--- src/rtl/bp_be_fe_queue_replay_buffer.sv ---
// bp_be_fe_queue_replay_buffer
//   Replay FIFO between the FE queue and the BE scheduler. Fetched packets
//   stay in storage until the backend commits them. A roll rewinds the read
//   pointer to the oldest uncommitted entry so those packets are delivered
//   again. A flush discards every entry.
//
//   Three pointers (write, read, commit) each carry one extra wrap bit, so
//   "full" and "empty" can be told apart without a separate counter.
//   Outside reset they keep the ordering commit <= read <= write (modular).
//
// Ports
//   clk_i         clock; all state updates on the rising edge
//   reset_n_i     asynchronous active-low reset
//   enq_data_i    packet from FE
//   enq_v_i       enqueue valid
//   enq_ready_o   space available; low while reset is held
//   deq_data_o    packet at the read pointer; zero when deq_v_o is low
//   deq_v_o       an unread packet is available
//   deq_yumi_i    consumer takes deq_data_o; only legal with deq_v_o high
//   commit_cnt_i  number of oldest read entries retired this cycle
//   roll_i        rewind the read pointer to the commit pointer
//   flush_i       discard all entries
//   occupancy_o   entries held, committed-pending plus unread
//   unread_o      entries between the read and write pointers
//
// Build option
//   BP_BE_FE_QUEUE_BYPASS_EN: if no packet is unread, an enqueue is shown on
//   deq in the same cycle. The packet is still written to storage so it
//   stays rollable.

module bp_be_fe_queue_replay_buffer #(
  parameter int width_p      = 96,
  parameter int els_p        = 16,
  parameter int commit_max_p = 2
) (
  input  logic                              clk_i,
  input  logic                              reset_n_i,
  input  logic [width_p-1:0]                enq_data_i,
  input  logic                              enq_v_i,
  output logic                              enq_ready_o,
  output logic [width_p-1:0]                deq_data_o,
  output logic                              deq_v_o,
  input  logic                              deq_yumi_i,
  input  logic [$clog2(commit_max_p+1)-1:0] commit_cnt_i,
  input  logic                              roll_i,
  input  logic                              flush_i,
  output logic [$clog2(els_p+1)-1:0]        occupancy_o,
  output logic [$clog2(els_p+1)-1:0]        unread_o
);

  localparam int idx_w = $clog2(els_p);
  localparam int ptr_w = idx_w + 1;
  localparam int cnt_w = $clog2(els_p + 1);
  localparam int cc_w  = $clog2(commit_max_p + 1);

  logic [ptr_w-1:0]   wptr, rptr, cptr;
  logic [ptr_w-1:0]   wptr_n, rptr_n, cptr_n;
  logic [ptr_w-1:0]   occ, unread, read_pend;
  logic               live;
  logic               enq_fire, yumi_fire, bypass, has_unread;
  logic [width_p-1:0] mem [els_p];

  // Retire no more than the entries that have already been read. A larger
  // request is illegal; clamping it keeps the pointer ordering intact.
  function automatic logic [ptr_w-1:0] sat_commit(input logic [cc_w-1:0]  cnt,
                                                  input logic [ptr_w-1:0] avail);
    logic [ptr_w-1:0] req;
    req = ptr_w'(cnt);
    return (req > avail) ? avail : req;
  endfunction

  assign occ        = wptr - cptr;
  assign unread     = wptr - rptr;
  assign read_pend  = rptr - cptr;
  assign has_unread = (unread != '0);

  // live is a flop cleared by reset, so enqueue stays blocked while reset is held.
  assign enq_ready_o = live & (occ != ptr_w'(els_p));
  assign enq_fire    = enq_v_i & enq_ready_o;

`ifdef BP_BE_FE_QUEUE_BYPASS_EN
  assign bypass = enq_fire & ~has_unread & ~roll_i & ~flush_i;
`else
  assign bypass = 1'b0;
`endif

  assign deq_v_o    = has_unread | bypass;
  assign deq_data_o = has_unread ? mem[rptr[idx_w-1:0]] :
                      (bypass ? enq_data_i : '0);
  assign yumi_fire  = deq_yumi_i & deq_v_o;

  assign occupancy_o = cnt_w'(occ);
  assign unread_o    = cnt_w'(unread);

  // Pointer updates. Precedence is flush, then roll, then the independent
  // commit/yumi/enqueue. Roll rewinds to the commit pointer as it stands
  // after this cycle's commit, and discards a same-cycle yumi.
  always_comb begin
    wptr_n = enq_fire ? wptr + ptr_w'(1) : wptr;
    cptr_n = cptr + sat_commit(commit_cnt_i, read_pend);
    rptr_n = yumi_fire ? rptr + ptr_w'(1) : rptr;
    if (roll_i) begin
      rptr_n = cptr_n;
    end
    if (flush_i) begin
      wptr_n = '0;
      rptr_n = '0;
      cptr_n = '0;
    end
  end

  always_ff @(posedge clk_i or negedge reset_n_i) begin
    if (!reset_n_i) begin
      wptr <= '0;
      rptr <= '0;
      cptr <= '0;
      live <= 1'b0;
    end else begin
      wptr <= wptr_n;
      rptr <= rptr_n;
      cptr <= cptr_n;
      live <= 1'b1;
    end
  end

  // Storage is not reset. The pointers alone decide which entries are valid.
  always_ff @(posedge clk_i) begin
    if (enq_fire && !flush_i) begin
      mem[wptr[idx_w-1:0]] <= enq_data_i;
    end
  end

  commit_legal: assert property (@(posedge clk_i) disable iff (!reset_n_i)
    flush_i || (ptr_w'(commit_cnt_i) <= read_pend));

endmodule

--- config.mk ---
export PLATFORM = sky130hd
export DESIGN_NAME = bp_be_fe_queue_replay_buffer
export DESIGN_NICKNAME = d
export VERILOG_FILES = /design/src/rtl/bp_be_fe_queue_replay_buffer.sv
export SDC_FILE = /design/constraint.sdc
export NUM_CORES = 2
export LEC_CHECK = 0
export BUFFER_PORTS_ARGS = -buffer_cell sky130_fd_sc_hd__buf_2
export CAP_MARGIN = 20
export CORE_ASPECT_RATIO = 0.8
export CORE_UTILIZATION = 50
export DETAILED_ROUTE_END_ITERATION = 8
export GPL_TIMING_DRIVEN = 0
export PLACE_DENSITY = 0.73
export SYNTH_ARGS = -nofsm -noshare
export SYNTH_HDL_FRONTEND = slang
export SYNTH_SLANG_ARGS = --single-unit
--- constraint.sdc ---
create_clock -name clk_i -period 30.1 [get_ports clk_i]
set_input_delay 3.01 -clock clk_i [delete_from_list [all_inputs] [get_ports clk_i]]
set_output_delay 3.01 -clock clk_i [all_outputs]
set_load 0.02 [all_outputs]
==> flow_results.org <==
** Die
- FP Rows :: 113
- The die is 312 µm tall.
- Num ports :: 212
- Initial core utilization :: 50.4%
- The die covers 0.121 mm².
- The core region is 0.119 mm².
- Horizontal die dimension :: 389 µm

** Yosys
- Share of async-settable or async-resettable flops after synthesis :: 1.03%
- For this run, the register share of the synthesized area comes to 77.7%.
- Flops & latches, synth :: 1552
- The Yosys step of the flow raised 0 warnings.
- Top flip-flop cell by instance count after synthesis :: edfxtp_1
- Summed over all instances, the cell type with the most area after synthesis is edfxtp_1.
- In this run, synthesis inferred 1536 flip-flops with an integrated enable.
- Area share of the leading cell type in the synthesized netlist :: 77.0%
- Syn Area/Cell :: 24.6 µm²
- The synthesized netlist contains 46 unique library cells.
- Post-synthesis cell count :: 2432
- Netlist area before placement :: 0.0599 mm²
- By area the synthesized netlist is led by edfxtp_1, mux4_2, and2_1.

** STA
- Slew at the pin closest to its max-slew limit :: 1.17 ns
- Max Clk Rate :: 0.114 GHz
- Final Hold Fails :: 0
- In this run the tightest slew margin relative to its limit is 21.8%.
- Time the final worst path needs with I/O delays and setup :: 8.78 ns
- Setup repair after global routing left no endpoint under its margin.
- Clk_skew :: 0.0295 ns
- The number of max-slew violations in the final report came to 0.
- Of the available clock period, the critical path in the final layout requires 29.2%.
- Final setup violation count :: 0
- For the final routed database, the setup TNS stands at 0 ns.

** Clocking
- Quantity of hold-fixing buffers added after cts :: 0
- After clock tree synthesis, the clock-pin slew on the worst setup and hold paths is 0.06 ns.
- In this run, post-CTS repair resized a total of 0 instances.
- TritonCTS Sinks :: 1552
- For the worst-skew pair, the clock arrives at the later sink with an insertion delay of 0.77 ns.
- TritonCTS built the clock tree.
- Clock tree synthesis selected as its root buffer the cell clkbuf_16.
- In this run, CTS created clock tree buffers numbering 145.
- Post-CTS setup buffer count :: 0
- Number of H-tree levels :: 4
- The clock passes through at most 3 buffers.

** Layout
- Summing all multi-input logic gate instances after layout gives 0.0127 mm².
- The post-route netlist has 36.4% of its cells at a drive strength greater than 1.
- Number of fillers in the final layout :: 8142
- The net count of the finished layout is 3057.
- Footprint of the flip-flops and latches :: 0.0465 mm²
- Finished Core Util :: 58.3%
- Relative to the synthesized area, the layout overhead comes to 15.7%.

** Global routing
- First-pass GRT wire length :: 209000 µm
- Global route overflow :: 0
- Global routing used 24.5% of the available tracks.
- Entering global routing, the biggest net connects 46 pins.
- The via count of the first global-routing pass is 29500.
- The number of antenna violations at the first check in global routing came to 24.

** Power
- For this design the static power due to leakage is 22.0 nW.
- The worst-case IR drop observed on VDD is 0.0000444 V.
- Total power :: 0.00566 W
- Power density normalized to cell area :: 81.7 mW/mm²

** Setup path
- Critical setup path kind :: flip-flop to primary output
- Of all nets on the critical path, the largest fanout is 10.
- Critical Path Sink Type :: primary output
- WP data arrival :: 5.77 ns
- Launching element type of the critical path :: flip-flop
- At the worst endpoint, the required time is 27.09 ns.

** Hold path
- Classification of the worst-slack hold path :: flip-flop to flip-flop

** Detailed routing
- Number of vias after detailed routing :: 28400
- Dividing the detail-routed wire length by the instance count gives 31.9 µm.
- Starting DRC count in detailed routing :: 3767
- Post-DRT Antenna Nets :: 0
- Wires add up to 147000 µm.
- In the routed design, unresolved DRC markers number 0.
- The first TritonRoute pass finished after 5 iterations.
- After detailed routing, the number of vias per cell comes to 6.17.

** Status
- Outcome :: complete, no violations

** Job
- The tool flagged a number of max-cap violations equal to 0.

** Placed design
- Half-perimeter wire length after detailed placement :: 92100 µm
- Input and output buffers added on the ports amount to 211.
- Routability congestion estimate :: 0.776
[power by group]
group          switching, W  total (W)  internal, W
clock network      0.000787    0.00182      0.00104
registers         0.0000116    0.00241      0.00240
logic              0.000793    0.00143     0.000638
total               0.00159    0.00566      0.00407
[cell usage in the layout, fill, tap and decap left out, types with 16 or more instances in the layout]
cell type  synthesis  routed
edfxtp_1        1536    1536
mux4_2           480     480
dfrtp_1           16      16
nor2_1            18      18
buf_2             11     222
clkinv_1           1      30
clkbuf_1          68      95
buf_4             25      99
clkinv_2           0      24
ha_1              23      23
inv_1             19      19
buf_6             14      48
and2_1            98      98
clkbuf_16          0     149
[per-layer routing]
layer	up-vias	part of all wire [%]	global-route usage, %
met5	-	0.11	0
met4	24	2.2	7.31
met3	236	8.9	5.10
met2	1458	50	40.0
met1	15200	39	33.8
li1	11500	-	-
[critical path, stage by stage (launching register included)]
cell	delay, ns
dfrtp_1	0.43
buf_2	0.44
buf_2	0.43
clkbuf_1	0.60
inv_1	0.19
ha_1	0.38
nand2b_1	0.10
a21oi_1	0.08
xnor2_1	0.39
nor3_2	0.15
inv_2	0.08
buf_2	0.65
clkbuf_1	0.55
and2_1	0.31
buf_2	0.20
[through the flow]
step / setup WS, ns / area, µm² / hold slack, ns / cells
3_3_place_gp: 3.76 / 62900 / 0.632 / 4196
2_1_floorplan: 16.99 / 59900 / 0.577 / 2433
5_1_grt: 21.11 / 69200 / 0.731 / 4597
3_5_place_dp: 22.16 / 64500 / 0.675 / 4328
4_1_cts: 21.30 / 69200 / 0.688 / 4591
6_report: 21.32 / 69300 / 0.684 / 4604
[cells by family (layout without fill, tap and decap cells)]
| family | count (synthesis) | in the layout | share of synthesized area [%] |
|---|---|---|---|
| other | 2 | 13 | 0.0125 |
| buffers and inverters | 145 | 754 | 1.26 |
| AOI/OAI and AO/OA | 34 | 34 | 0.397 |
| adders and majority gates | 27 | 27 | 0.614 |
| xor gates and xnor gates | 14 | 14 | 0.205 |
| DFF | 1552 | 1552 | 77.7 |
| muxes | 487 | 487 | 18.2 |
| and+or+nand+nor | 171 | 171 | 1.64 |
[cell usage after synthesis (all sizes together), types with 2 or more instances]
master,number
conb,2
a221o,2
and2,98
or3,2
dfrtp,16
ha,23
clkbuf,68
xor2,7
and3,11
o21ai,4
mux2,4
buf,54
mux4,480
nor4,4
nand2,14
nand2b,2
xnor2,7
a21o,4
nor2b,7
mux2i,3
edfxtp,1536
a21oi,13
fa,4
nand3,2
inv,22
nor3,10
nor2,18
a211oi,4
[path summary, 6_finish.rpt]
| path | start | cells past startpoint | slack (ns) | to |
|---|---|---|---|---|
| setup / recovery | rptr[2] | 14 | 21.32 | deq_data_o[49] |
| hold / removal | wptr[0] | 2 | 0.68 | wptr[0] |
| setup reg to reg | rptr[0] | 19 | 25.17 | rptr[4] |
| hold reg to reg | wptr[0] | 2 | 0.68 | wptr[0] |
| max in group asynchronous | reset_n_i | 1 | 27.63 | rptr[0] |
| min in group asynchronous | reset_n_i | 1 | 2.18 | wptr[3] |
[sequential cells by signal (all words and copies together), names as in the netlist]
name,count
cptr,5
live,1
rptr,5
mem,1536
wptr,5
[cell type report]
cell class,count,area share [%]
clock inverters,85,1.24
clock buffers,178,5.57
flip-flops and latches,1552,67.2
multi-input cells,736,18.3
repair buffers,346,3.77
inverters,23,0.125
diodes,10,0.0361
well taps,1552,2.80
plain buffers,122,0.968
Note: power is estimated with default switching activity, not from simulation.
